`config.mk`:
```
export PLATFORM = sky130hd
export DESIGN_NAME = edge_blob_statistics
export DESIGN_NICKNAME = d
export VERILOG_FILES = /design/src/rtl/edge_blob_statistics_pkg.sv /design/src/rtl/edge_blob_statistics_divider.sv /design/src/rtl/edge_blob_statistics.sv
export SDC_FILE = /design/constraint.sdc
export NUM_CORES = 1
export LEC_CHECK = 0
export BUFFER_PORTS_ARGS = -buffer_cell sky130_fd_sc_hd__clkbuf_2
export CORE_AREA = 2 2 162 204
export DETAILED_ROUTE_END_ITERATION = 8
export DIE_AREA = 0 0 164 206
export PLACE_DENSITY = 0.81
export SLEW_MARGIN = 20
export SYNTH_ARGS = -nofsm -noshare
export SYNTH_HDL_FRONTEND = slang
export SYNTH_SLANG_ARGS = --single-unit
```
`constraint.sdc`:
```
create_clock -name clk -period 6.8 [get_ports clk]
set_clock_uncertainty 0.05 [all_clocks]
set_input_delay 1.36 -clock clk [delete_from_list [all_inputs] [get_ports clk]]
set_output_delay 1.36 -clock clk [all_outputs]
set_load 0.01 [all_outputs]
```
`src/rtl/edge_blob_statistics_pkg.sv`:
```
// Shared constants, FSM encoding and result-word packing for the edge blob statistics stage.
// Defaults describe the 320x240 frame with garbage rows trimmed at top and bottom.
package edge_blob_statistics_pkg;

  localparam int          IMG_WIDTH       = 320;
  localparam int          IMG_HEIGHT      = 240;
  localparam int          IMG_SKIP_LINES  = 7;
  localparam int          IMG_RESULT_ADDR = 76800;
  localparam logic [31:0] IMG_FG_VALUE    = 32'd1;
  localparam logic [15:0] EMPTY_SENTINEL  = 16'hFFFF;

  localparam logic [1:0] RES_CNT = 2'd0;
  localparam logic [1:0] RES_MIN = 2'd1;
  localparam logic [1:0] RES_MAX = 2'd2;
  localparam logic [1:0] RES_CEN = 2'd3;

  typedef enum logic [3:0] {
    S_IDLE   = 4'd0,
    S_CLEAR  = 4'd1,
    S_SCAN   = 4'd2,
    S_DRAIN  = 4'd3,
    S_DIV_XS = 4'd4,
    S_DIV_XW = 4'd5,
    S_DIV_YS = 4'd6,
    S_DIV_YW = 4'd7,
    S_WRITE  = 4'd8,
    S_DONE   = 4'd9
  } blob_state_e;

  function automatic logic [31:0] pack_pair(input logic [15:0] hi, input logic [15:0] lo);
    return {hi, lo};
  endfunction

endpackage

```
`src/rtl/edge_blob_statistics_divider.sv`:
```
// Restoring serial divider, one quotient bit per cycle (32 cycles), truncating.
// Shares the stage's synchronous active-low reset and pause-freeze behaviour.
module serial_divider (
  input  logic        clk,
  input  logic        reset_n,
  input  logic        pause,
  input  logic        clr,
  input  logic        start,
  input  logic [31:0] dividend,
  input  logic [16:0] divisor,
  output logic        busy,
  output logic        done,
  output logic [15:0] quotient
);

  logic [31:0] quot_q, quot_d;
  logic [16:0] rem_q, rem_d, dsr_q, dsr_d;
  logic [4:0]  cnt_q, cnt_d;
  logic        busy_q, busy_d, done_q, done_d;
  logic [17:0] trial_s;

  // One restoring step per busy cycle; done pulses once after the 32nd step.
  always_comb begin
    quot_d  = quot_q;
    rem_d   = rem_q;
    dsr_d   = dsr_q;
    cnt_d   = cnt_q;
    busy_d  = busy_q;
    done_d  = 1'b0;
    trial_s = {rem_q, quot_q[31]};
    if (clr) begin
      busy_d = 1'b0;
    end else if (start && !busy_q) begin
      quot_d = dividend;
      rem_d  = 17'd0;
      dsr_d  = divisor;
      cnt_d  = 5'd0;
      busy_d = 1'b1;
    end else if (busy_q) begin
      // Remainder stays below the divisor, so the 17-bit difference is exact.
      if (trial_s >= {1'b0, dsr_q}) begin
        rem_d  = trial_s[16:0] - dsr_q;
        quot_d = {quot_q[30:0], 1'b1};
      end else begin
        rem_d  = trial_s[16:0];
        quot_d = {quot_q[30:0], 1'b0};
      end
      cnt_d = cnt_q + 5'd1;
      if (cnt_q == 5'd31) begin
        busy_d = 1'b0;
        done_d = 1'b1;
      end else begin
        busy_d = 1'b1;
      end
    end else begin
      busy_d = 1'b0;
    end
  end

  // State register: reset wins over pause, pause freezes everything.
  always_ff @(posedge clk) begin
    if (!reset_n) begin
      quot_q <= 32'd0;
      rem_q  <= 17'd0;
      dsr_q  <= 17'd0;
      cnt_q  <= 5'd0;
      busy_q <= 1'b0;
      done_q <= 1'b0;
    end else if (!pause) begin
      quot_q <= quot_d;
      rem_q  <= rem_d;
      dsr_q  <= dsr_d;
      cnt_q  <= cnt_d;
      busy_q <= busy_d;
      done_q <= done_d;
    end
  end

  assign busy     = busy_q;
  assign done     = done_q;
  assign quotient = quot_q[15:0];

endmodule

```
`src/rtl/edge_blob_statistics.sv`:
```
// Scans the filled binary edge map in frame RAM, accumulates count, bounding box and
// centroid of foreground pixels over the valid rows, and writes four result words back.
module edge_blob_statistics
  import edge_blob_statistics_pkg::*;
#(
  parameter int          WIDTH       = IMG_WIDTH,
  parameter int          HEIGHT      = IMG_HEIGHT,
  parameter int          SKIP_LINES  = IMG_SKIP_LINES,
  parameter logic [31:0] FG_VALUE    = IMG_FG_VALUE,
  parameter int          RESULT_ADDR = IMG_RESULT_ADDR
) (
  input  logic        clk,
  input  logic        reset_n,
  input  logic        pause,
  input  logic        enable_blob_stats,
  input  logic [31:0] data_read,
  output logic        wren,
  output logic [31:0] data_write,
  output logic [17:0] address,
  output logic        blob_stats_done
);

  localparam logic [15:0] X_LAST    = 16'(WIDTH - 1);
  localparam logic [15:0] Y_FIRST   = 16'(SKIP_LINES);
  localparam logic [15:0] Y_LAST    = 16'(HEIGHT - SKIP_LINES - 1);
  localparam logic [17:0] SCAN_BASE = 18'(SKIP_LINES * WIDTH);
  localparam logic [17:0] RES_BASE  = 18'(RESULT_ADDR);

  if (RESULT_ADDR + 3 > 262143) begin : g_result_addr_illegal
    $error("RESULT_ADDR+3 exceeds the 18-bit address space");
  end

  blob_state_e state_q, state_d;
  logic [15:0] x_q, x_d, y_q, y_d;
  logic [17:0] address_q, address_d;
  logic        wren_q, wren_d, done_q, done_d;
  logic [31:0] data_write_q, data_write_d;
  logic [1:0]  wr_idx_q, wr_idx_d;
  logic [15:0] cx_q, cx_d, cy_q, cy_d;
  logic        smp_vld_q, smp_vld_d, smp_hit_q, smp_hit_d;
  logic [15:0] smp_x_q, smp_x_d, smp_y_q, smp_y_d;
  logic [16:0] count_q, count_d;
  logic [31:0] sum_x_q, sum_x_d, sum_y_q, sum_y_d;
  logic [15:0] min_x_q, min_x_d, min_y_q, min_y_d, max_x_q, max_x_d, max_y_q, max_y_d;

  logic        div_start_s, div_busy_s, div_done_s, div_clr_s;
  logic [31:0] div_dividend_s;
  logic [15:0] div_quot_s;

  assign div_clr_s = (state_q == S_IDLE);

  serial_divider u_div (
    .clk      (clk),
    .reset_n  (reset_n),
    .pause    (pause),
    .clr      (div_clr_s),
    .start    (div_start_s),
    .dividend (div_dividend_s),
    .divisor  (count_q),
    .busy     (div_busy_s),
    .done     (div_done_s),
    .quotient (div_quot_s)
  );

  // FSM next state, scan address generation, sample capture and write mux.
  always_comb begin
    state_d        = state_q;
    x_d            = x_q;
    y_d            = y_q;
    address_d      = 18'd0;
    wren_d         = 1'b0;
    data_write_d   = 32'd0;
    done_d         = 1'b0;
    wr_idx_d       = wr_idx_q;
    cx_d           = cx_q;
    cy_d           = cy_q;
    div_start_s    = 1'b0;
    div_dividend_s = sum_x_q;
    smp_vld_d      = 1'b0;
    smp_hit_d      = (data_read == FG_VALUE);
    smp_x_d        = x_q;
    smp_y_d        = y_q;
    if (!enable_blob_stats) begin
      state_d = S_IDLE;
    end else begin
      case (state_q)
        S_IDLE: state_d = S_CLEAR;
        S_CLEAR: begin
          address_d = SCAN_BASE;
          x_d       = 16'd0;
          y_d       = Y_FIRST;
          wr_idx_d  = 2'd0;
          state_d   = S_SCAN;
        end
        S_SCAN: begin
          // data_read belongs to address_q, i.e. pixel (x_q, y_q).
          smp_vld_d = 1'b1;
          if (x_q == X_LAST) begin
            if (y_q == Y_LAST) begin
              state_d = S_DRAIN;
            end else begin
              x_d       = 16'd0;
              y_d       = y_q + 16'd1;
              address_d = address_q + 18'd1;
            end
          end else begin
            x_d       = x_q + 16'd1;
            address_d = address_q + 18'd1;
          end
        end
        S_DRAIN: state_d = S_DIV_XS;
        S_DIV_XS: begin
          if (count_q == 17'd0) begin
            cx_d     = EMPTY_SENTINEL;
            cy_d     = EMPTY_SENTINEL;
            wr_idx_d = 2'd0;
            state_d  = S_WRITE;
          end else if (!div_busy_s) begin
            div_start_s = 1'b1;
            state_d     = S_DIV_XW;
          end else begin
            state_d = S_DIV_XS;
          end
        end
        S_DIV_XW: begin
          if (div_done_s) begin
            cx_d    = div_quot_s;
            state_d = S_DIV_YS;
          end else begin
            state_d = S_DIV_XW;
          end
        end
        S_DIV_YS: begin
          div_dividend_s = sum_y_q;
          if (!div_busy_s) begin
            div_start_s = 1'b1;
            state_d     = S_DIV_YW;
          end else begin
            state_d = S_DIV_YS;
          end
        end
        S_DIV_YW: begin
          if (div_done_s) begin
            cy_d     = div_quot_s;
            wr_idx_d = 2'd0;
            state_d  = S_WRITE;
          end else begin
            state_d = S_DIV_YW;
          end
        end
        S_WRITE: begin
          wren_d    = 1'b1;
          address_d = RES_BASE + {16'd0, wr_idx_q};
          case (wr_idx_q)
            RES_CNT: data_write_d = {15'd0, count_q};
            RES_MIN: data_write_d = pack_pair(min_x_q, min_y_q);
            RES_MAX: data_write_d = pack_pair(max_x_q, max_y_q);
            RES_CEN: data_write_d = pack_pair(cx_q, cy_q);
            default: data_write_d = 32'd0;
          endcase
          wr_idx_d = wr_idx_q + 2'd1;
          if (wr_idx_q == RES_CEN) begin
            state_d = S_DONE;
          end else begin
            state_d = S_WRITE;
          end
        end
        S_DONE:  done_d = 1'b1;
        default: state_d = S_IDLE;
      endcase
    end
  end

  // Accumulators: cleared on CLEAR, updated one cycle after a sample hits.
  always_comb begin
    count_d = count_q;
    sum_x_d = sum_x_q;
    sum_y_d = sum_y_q;
    min_x_d = min_x_q;
    min_y_d = min_y_q;
    max_x_d = max_x_q;
    max_y_d = max_y_q;
    if (state_q == S_CLEAR) begin
      count_d = 17'd0;
      sum_x_d = 32'd0;
      sum_y_d = 32'd0;
      min_x_d = EMPTY_SENTINEL;
      min_y_d = EMPTY_SENTINEL;
      max_x_d = 16'd0;
      max_y_d = 16'd0;
    end else if (smp_vld_q && smp_hit_q) begin
      count_d = count_q + 17'd1;
      sum_x_d = sum_x_q + {16'd0, smp_x_q};
      sum_y_d = sum_y_q + {16'd0, smp_y_q};
      if (smp_x_q < min_x_q) min_x_d = smp_x_q; else min_x_d = min_x_q;
      if (smp_y_q < min_y_q) min_y_d = smp_y_q; else min_y_d = min_y_q;
      if (smp_x_q > max_x_q) max_x_d = smp_x_q; else max_x_d = max_x_q;
      if (smp_y_q > max_y_q) max_y_d = smp_y_q; else max_y_d = max_y_q;
    end else begin
      count_d = count_q;
    end
  end

  // All state: synchronous reset has priority, pause holds every flop.
  always_ff @(posedge clk) begin
    if (!reset_n) begin
      state_q      <= S_IDLE;
      x_q          <= 16'd0;
      y_q          <= 16'd0;
      address_q    <= 18'd0;
      wren_q       <= 1'b0;
      data_write_q <= 32'd0;
      done_q       <= 1'b0;
      wr_idx_q     <= 2'd0;
      cx_q         <= 16'd0;
      cy_q         <= 16'd0;
      smp_vld_q    <= 1'b0;
      smp_hit_q    <= 1'b0;
      smp_x_q      <= 16'd0;
      smp_y_q      <= 16'd0;
      count_q      <= 17'd0;
      sum_x_q      <= 32'd0;
      sum_y_q      <= 32'd0;
      min_x_q      <= 16'd0;
      min_y_q      <= 16'd0;
      max_x_q      <= 16'd0;
      max_y_q      <= 16'd0;
    end else if (!pause) begin
      state_q      <= state_d;
      x_q          <= x_d;
      y_q          <= y_d;
      address_q    <= address_d;
      wren_q       <= wren_d;
      data_write_q <= data_write_d;
      done_q       <= done_d;
      wr_idx_q     <= wr_idx_d;
      cx_q         <= cx_d;
      cy_q         <= cy_d;
      smp_vld_q    <= smp_vld_d;
      smp_hit_q    <= smp_hit_d;
      smp_x_q      <= smp_x_d;
      smp_y_q      <= smp_y_d;
      count_q      <= count_d;
      sum_x_q      <= sum_x_d;
      sum_y_q      <= sum_y_d;
      min_x_q      <= min_x_d;
      min_y_q      <= min_y_d;
      max_x_q      <= max_x_d;
      max_y_q      <= max_y_d;
    end
  end

  assign wren            = wren_q;
  assign data_write      = data_write_q;
  assign address         = address_q;
  assign blob_stats_done = done_q;

endmodule

```
-- Word level (Yosys, flattened, before mapping)
Index checks and enable logic that the tools add are counted.
- bits in registers: 374
- input bits: 36
- output and inout port bits: 52
- $add $sub $neg: 10
- $lt $le $gt $ge: 5
- equality and inequality tests: 25
- mux-type cells: 76
- bitwise logic cells: 2
- reductions and logical operators: 29
- operators with widths (cell ; count):
    2-to-1 mux 32 bit ; 10
    2-to-1 mux 16 bit ; 18
    one-hot mux 16 bit (2 select lines) ; 4
    one-hot mux 32 bit (4 select lines) ; 1
    2-to-1 mux 17 bit ; 5
    adder 32 x 16 -> 32 bit ; 2
    2-to-1 mux 18 bit ; 3
    one-hot mux 18 bit (3 select lines) ; 1
    one-hot mux 4 bit (10 select lines) ; 1
    adder 16 x 1 -> 16 bit, second input constant ; 2
    equality test 32 x 1 -> 1 bit, second input constant ; 1
    > comparator 16 bit ; 2
    < comparator 16 bit ; 2
    2-to-1 mux 1 bit ; 21
    2-to-1 mux 4 bit ; 5
    AND reduction 5 bit ; 4
    adder 17 x 2 -> 18 bit, first input constant ; 1
    adder 18 x 1 -> 18 bit, second input constant ; 1
    greater-or-equal comparator 18 x 17 -> 1 bit ; 1
    AND reduction 3 bit ; 6
    nonzero test 2 bit ; 9
    adder 17 x 1 -> 17 bit, second input constant ; 1
    logical NOT 17 bit ; 1
    subtractor 17 bit ; 1
    other kinds (26) ; 44

-- Logic depth before layout (Yosys ltp)
Gate-level depths: netlist (run 1).
- depth in word-level cells: 7
- depth in mapped cells: 12
- depth with buffers taken out: 11

-- Hierarchy
From an unflattened synthesis (run 1), not the netlist that was laid out.
- cells, all modules: 2305
- area total of the unflattened synthesis: 19979.2 um^2
- by module, submodules not included (module ; instances ; cells an instance ; area an instance (um^2) ; sequential area each (um^2)):
    edge_blob_statistics ; 1 ; 1817 ; 15862.7 ; 6025.8
    serial_divider ; 1 ; 488 ; 4116.4 ; 1461.4

-- Least setup slack after synthesis (run 1)
OpenSTA, ideal clock, no wires.
- path type: input-to-reg
- start: in pause
- end: reg cx_q[0]
- arrival time: 3013 ps
- required time: 6628 ps
- path slack: 3615 ps
- stages: 7
- path buffers: 3
- cell sequence: clkbuf_1 nor2b_1 clkbuf_1 nand3b_1 or3b_2 clkbuf_1 o311a_1
- longest elaborated chain between the ends: 2
- RTL lines (what ; RTL line ; RTL):
    start: declaration ; edge_blob_statistics.sv:14 ; input logic pause,
    inverter 1 bit (no line) ; - ;
    AND reduction 5 bit (no line) ; - ;
    end signal: assignment ; edge_blob_statistics.sv:215 ; cx_q <= 16'd0;
    end signal: assignment ; edge_blob_statistics.sv:237 ; cx_q <= cx_d;
    end: declaration ; edge_blob_statistics.sv:39 ; logic [15:0] cx_q, cx_d, cy_q, cy_d;
No other way between the ends.
A chain may end at the register's enable or synchronous reset.

-- Final worst setup path (run 1)
- start: in pause
- end: reg max_x_q[13]
- longest elaborated chain between the ends: 2
- RTL lines (what ; RTL line ; RTL):
    inverter 1 bit (no line) ; - ;
    AND reduction 3 bit (no line) ; - ;
    end signal: assignment ; edge_blob_statistics.sv:248 ; max_x_q <= max_x_d;
    end: declaration ; edge_blob_statistics.sv:44 ; logic [15:0] min_x_q, min_x_d, min_y_q, min_y_d, max_x_q, max_x_d, max_y_q, max_y_d;
No other way between the ends.

==> results of run 1 <==
-- Yosys cell counts (8+ instances only) --
| library cell | count |
|---|---|
| a21o_1 | 41 |
| and4_1 | 8 |
| nand3b_1 | 10 |
| a21oi_1 | 129 |
| dfxtp_1 | 374 |
| o311a_1 | 33 |
| xor2_1 | 62 |
| o21ai_0 | 129 |
| nand3_1 | 61 |
| nor2_1 | 151 |
| nor2b_1 | 119 |
| and2_1 | 33 |
| o221a_2 | 22 |
| inv_1 | 99 |
| and3_1 | 27 |
| mux2i_1 | 69 |
| a211oi_1 | 40 |
| o221a_1 | 11 |
| a21boi_0 | 35 |
| or3_1 | 21 |
| nand2_1 | 174 |
| clkbuf_1 | 101 |
| ha_1 | 123 |
| a22o_1 | 34 |
| buf_1 | 15 |
| a222oi_1 | 33 |
| nor3_1 | 20 |
| a31oi_1 | 11 |
| nand2b_1 | 48 |
| nand4_1 | 39 |
| a22oi_1 | 39 |
| nor4_1 | 19 |
| xnor2_1 | 32 |
| buf_2 | 23 |
-- registers in the layout (all words and copies together), names as in the netlist, 17 cells and up --
name and cells:
sum_y_q 32, u_div.dsr_q 17, address 18, sum_x_q 32, u_div.rem_q 17, data_write 32
count_q 17, u_div.quot_q 32
-- cell families after synthesis --
logic type                 synth area share [%]
AOI/OAI and AO/OA                          22.1
and+or+nand+nor                            19.7
muxes                                      3.53
DFF                                        37.6
adders and majority gates                  8.03
buffers and inverters                      4.85
xor gates and xnor gates                   4.14
-- worst paths after layout --
check	slack, ns	depth (start not counted)	endpoint	from
min	0.42	2	u_div.dsr_q[4]	u_div.dsr_q[4]
min reg2reg	0.42	2	u_div.dsr_q[4]	u_div.dsr_q[4]
max	2.90	8	max_x_q[13]	pause
max reg2reg	3.19	10	u_div.cnt_q[1]	count_q[0]
-- layer usage --
metal	wire, µm	up-vias
li1	-	8283
met1	21000	8263
met2	25500	645
met3	3480	151
met4	2360	2
met5	13	-
-- cell type report --
type / instances / area [µm²] / area share (%)
tap: 418 / 523 / 2.39
clock inverter: 14 / 234 / 1.07
clock buffer: 56 / 1170 / 5.35
inverter: 99 / 372 / 1.70
sequential: 374 / 7490 / 34.3
timing repair buffer: 104 / 572 / 2.62
multi-input combinational: 1669 / 11500 / 52.6
-- power by group through the flow --
stage / sequential, mW / combinational (mW) / clock, mW
3_5_place_dp: 2.26 / 0.150 / 0
2_1_floorplan: 2.26 / 0.110 / 0
6_report: 2.21 / 0.153 / 2.32
4_1_cts: 2.21 / 0.151 / 2.34
3_3_place_gp: 2.26 / 0.146 / 0
5_1_grt: 2.21 / 0.166 / 2.42
-- worst register-to-register path, stage by stage (launching register included) --
cell and delay (ns):
dfxtp_1 0.58, inv_1 0.09, ha_1 0.25, nor4b_1 0.15
nand4_1 0.27, o21ai_1 0.20, nor3_4 0.16, buf_4 0.62
nand2_1 0.78, nand3_1 0.24, a21boi_0 0.10
==> results.toml, run 1 <==
[cells_and_area]
design_area_um2 = 21900
postLayoutCoreUtil_pct = 68.0
fillers = 2527
area_growth_pct = 9.81
n_antenna_cell = 0
final_nets = 2449
final_cell_mix = "dfxtp_1, nand2_1, nor2_1"
drive_above_1_share_pct = 9.41
stdcell_count = 2734
final_common_cell = "dfxtp_1"

[floorplan]
rows = 74
core_um2 = 32100
ios = 88
dieArea_um2 = 33800
die_w_um = 164
die_y_um = 206
start_util_pct = 61.9

[worst_setup_path]
crit_required_ns = 7.18
arrival_ns = 4.28
path_class = "input port to flop"
startpoint_type = "input port"
path_cells = "buf_4, buf_4, nand3b_1, and2_1, buf_4, nor2_4, and3_1, a22o_1"
cp_top_family = "buffers and inverters"
crit_buf_inv = 3
path_common_cell = "buf_4"
slowest_delay_ns = 0.69
cp_max_fo = 50
slowest_stage = "buf_4"
endpoint_kind = "flop"

[run_status]
run_status = "completed"

[timing]
min_period_ns = 3.90
slew_violations = 0
period_share_pct = 57.3
setup_slack_ns = 2.90
worst_slew_pin_slew_ns = 1.03
whs_ns = 0.417
tns_ns = 0
rsz0062_at_grt = "no"
hold_viol_final = 0
slew_headroom_pct = 30.3
setup-violations-final = 0
fmax_mhz = 257

[synthesis]
synthTopCellsByArea = "dfxtp_1, ha_1, nor2b_1, mux2i_1, nand2_1"
synthesis.yosys.warnings = 0
synth_area_um2 = 19900
syn_area_per_cell_um2 = 8.71
synth_flop_cell = "dfxtp_1"
syn_nets = 2448
synth_seq_cells = 374
synth.top_cell.area_share_pct = 37.6
yosysSeqAreaShare_pct = 37.6
synthArstFlopShare_pct = 0
synth_edf_count = 0
synth_cells = 2286
synth_cell_types = 77
yosysTopAreaCell = "dfxtp_1"

[global_route]
grt_max_degree = 108
met2_usage_pct = 54.0
grt_util_met3_pct = 4.60
grt_pass1_wl_mm = 84.0
busiest_layer = "met2"
antenna_found_initial = 1
grt_pass1_vias = 16625
grt_use_total_pct = 30.6
grt-ovfl-total = 0
met1_usage_pct = 36.7

[pwr]
clkPwrFrac_pct = 49.5
leakage_nw = 8.43
switching_share_pct = 22.0
combPwrFrac_pct = 3.3
p_sw_mw = 1.03
vdd_ir_drop_max_uv = 214
power.density_nw_per_um2 = 215
power_mw = 4.69
sequentialPowerShare_pct = 47.2
p_int_mw = 3.66

[place]
dp_cells = 2664
pre_cts_ws_ns = 2.42
hpwl_mm = 35.9
placed_area_um2 = 20400
finalWeightedCongestion = 0.910
placement.io_buffers = 87

[drt]
viasPerCell = 6.34
wl_mm = 52.3
wl_per_cell_um = 19.1
vias = 17344
drtIter0Drc = 1720
drc = 0
antenna_left = 0
drt_pass1_iterations = 8

[job]
maxCapViolCount = 0

[clock_tree]
postCtsResizedCells = 0
clkTransAtPathRegs_ns = 0.06
h-tree-depth = 2
cts_tree = "done"
cts_buffers = 39
ctsHoldBuffers = 0
cts_setup_buffers = 0
insertion_delay_ns = 0.56
clock_path_buffers = 3
cts_root_buf = "clkbuf_16"
cts_sinks = 374

[min_path]
hold_path.class = "flop to flop"
(Power assumes the default switching activity.)
==> run 2, diff against run 1 <==
--- a/config.mk
+++ b/config.mk
@@ -6,10 +6,10 @@
 export NUM_CORES = 1
 export LEC_CHECK = 0
 export BUFFER_PORTS_ARGS = -buffer_cell sky130_fd_sc_hd__clkbuf_2
-export CORE_AREA = 2 2 162 204
+export CORE_AREA = 2 2 172 216
 export DETAILED_ROUTE_END_ITERATION = 8
-export DIE_AREA = 0 0 164 206
-export PLACE_DENSITY = 0.81
+export DIE_AREA = 0 0 174 218
+export PLACE_DENSITY = 0.76
 export SLEW_MARGIN = 20
 export SYNTH_ARGS = -nofsm -noshare
 export SYNTH_HDL_FRONTEND = slang
==> constraint.sdc (replaced) <==
create_clock -name clk -period 3.4 [get_ports clk]
set_clock_uncertainty 0.05 [all_clocks]
set_input_delay 0.68 -clock clk [delete_from_list [all_inputs] [get_ports clk]]
set_output_delay 0.68 -clock clk [all_outputs]
set_load 0.01 [all_outputs]
==> results.toml, run 2 (same netlist as run 1, synthesis figures left out) <==
[run_status]
run_status = "completed"

[pwr]
power.density_nw_per_um2 = 427
power_mw = 9.52
leakage_nw = 8.66
vdd_ir_drop_max_uv = 350

[worst_setup_path]
startpoint = "smp_y_q[5]"
rr_startpoint = "smp_y_q[5]"
cp_max_fo = 9
endpoint_kind = "flop"
path_class = "flop to flop"
reg2reg_depth = 10
crit_required_ns = 3.78
crit_end = "min_y_q[1]"
r2r_slack_ns = 0.42
timing.rr.end = "min_y_q[1]"
startpoint_type = "flop"
arrival_ns = 3.37

[clock_tree]
clkTransAtPathRegs_ns = 0.06
cts_setup_buffers = 0
clock_path_buffers = 3
cts_root_buf = "clkbuf_16"
postCtsResizedCells = 0
h-tree-depth = 2
cts_tree = "done"
insertion_delay_ns = 0.55
cts_sinks = 374
cts_buffers = 40
ctsHoldBuffers = 0

[place]
hpwl_mm = 37.9
finalWeightedCongestion = 0.950
placement.io_buffers = 87
dp_cells = 2765

[cells_and_area]
final_common_cell = "dfxtp_1"
postLayoutCoreUtil_pct = 62.0
n_antenna_cell = 0
final_nets = 2489
stdcell_count = 2835
fillers = 3111
area_growth_pct = 11.9
final_cell_mix = "dfxtp_1, nand2_1, nor2_1"
drive_above_1_share_pct = 11.0

[drt]
drt_pass1_iterations = 8
antenna_left = 0
drc = 0
wl_mm = 53.5
wl_per_cell_um = 18.9
drtIter0Drc = 1767
viasPerCell = 6.17
vias = 17494

[timing]
tns_ns = 0
setup-violations-final = 0
slew_violations = 0
hold_viol_final = 0
worst_slew_pin_slew_ns = 0.864
slew_headroom_pct = 42.4
rsz0062_at_grt = "no"
min_period_ns = 2.98
period_share_pct = 87.7
whs_ns = 0.386
fmax_mhz = 335

[global_route]
grt-ovfl-total = 0
antenna_found_initial = 0
grt_max_degree = 112
grt_pass1_wl_mm = 86.0
grt_use_total_pct = 27.8
grt_pass1_vias = 16510

[floorplan]
die_w_um = 174
die_y_um = 218
dieArea_um2 = 37900
core_um2 = 35900
rows = 78
ios = 88
start_util_pct = 55.4

[job]
maxCapViolCount = 0

[min_path]
hold_start = "data_read[19]"
hold_path.class = "input port to flop"
[run 2: cell types whose count changed in the layout (fill, tap and decap cells not counted)]
cell / previous run / this run
buf_12: 0 / 2
buf_4: 18 / 55
clkinv_2: 4 / 9
nand2_2: 0 / 1
bufinv_16: 5 / 8
inv_8: 0 / 1
nand2_4: 1 / 0
inv_6: 1 / 2
clkbuf_8: 13 / 5
a31oi_1: 10 / 11
a31oi_2: 1 / 0
clkbuf_1: 4 / 2
clkbuf_16: 39 / 41
inv_16: 2 / 0
[run 2: worst min path at each step]
stage,endpoint,slack [ns],cells past startpoint
6_report,smp_hit_q,0.39,4
5_1_grt,smp_hit_q,0.41,4
4_1_cts,smp_hit_q,0.38,4
3_5_place_dp,u_div.dsr_q[13],0.41,2
3_3_place_gp,u_div.dsr_q[6],0.40,2
2_1_floorplan,u_div.rem_q[12],0.39,2
[run 2: final cells by class]
cell class	instances	area, µm²	area share, %
multi-input combinational	1669	11500	51.6
sequential	374	7490	33.6
clock buffer	48	1100	4.95
timing repair buffer	143	890	4.00
tap	480	601	2.70
inverter	99	372	1.67
clock inverter	22	329	1.48
[run 2: per-stage QoR]
stage	setup slack (ns)	area, µm²
after CTS	0.475	22300
after global placement	0.505	20800
after floorplan	0.859	19900
after global routing	0.210	22300
after detailed placement	0.493	20800
final	0.417	22300
[run 2: where the power goes]
part	switching [mW]	leakage [nW]	internal, mW
combinational	0.192	4.94	0.129
sequential	0.0242	3.01	4.40
clock	1.84	0.707	2.92
total	2.06	8.66	7.46
[run 2: routing by layer]
layer	wire, µm	up-vias	GRT usage [%]
li1	-	8351	-
met1	22100	8371	34.6
met4	2160	0	11.7
met2	25700	634	48.3
met3	3510	138	3.70
met5	0	-	0
[run 2: critical path: stages (launching register included)]
cell      delay (ns)
dfxtp_1         0.56
ha_1            0.32
a21o_1          0.18
a21o_1          0.17
a21oi_1         0.16
o21ai_0         0.13
nand2b_1        0.11
o31a_1          0.14
nand4b_1        0.42
buf_4           0.36
o221a_2         0.26
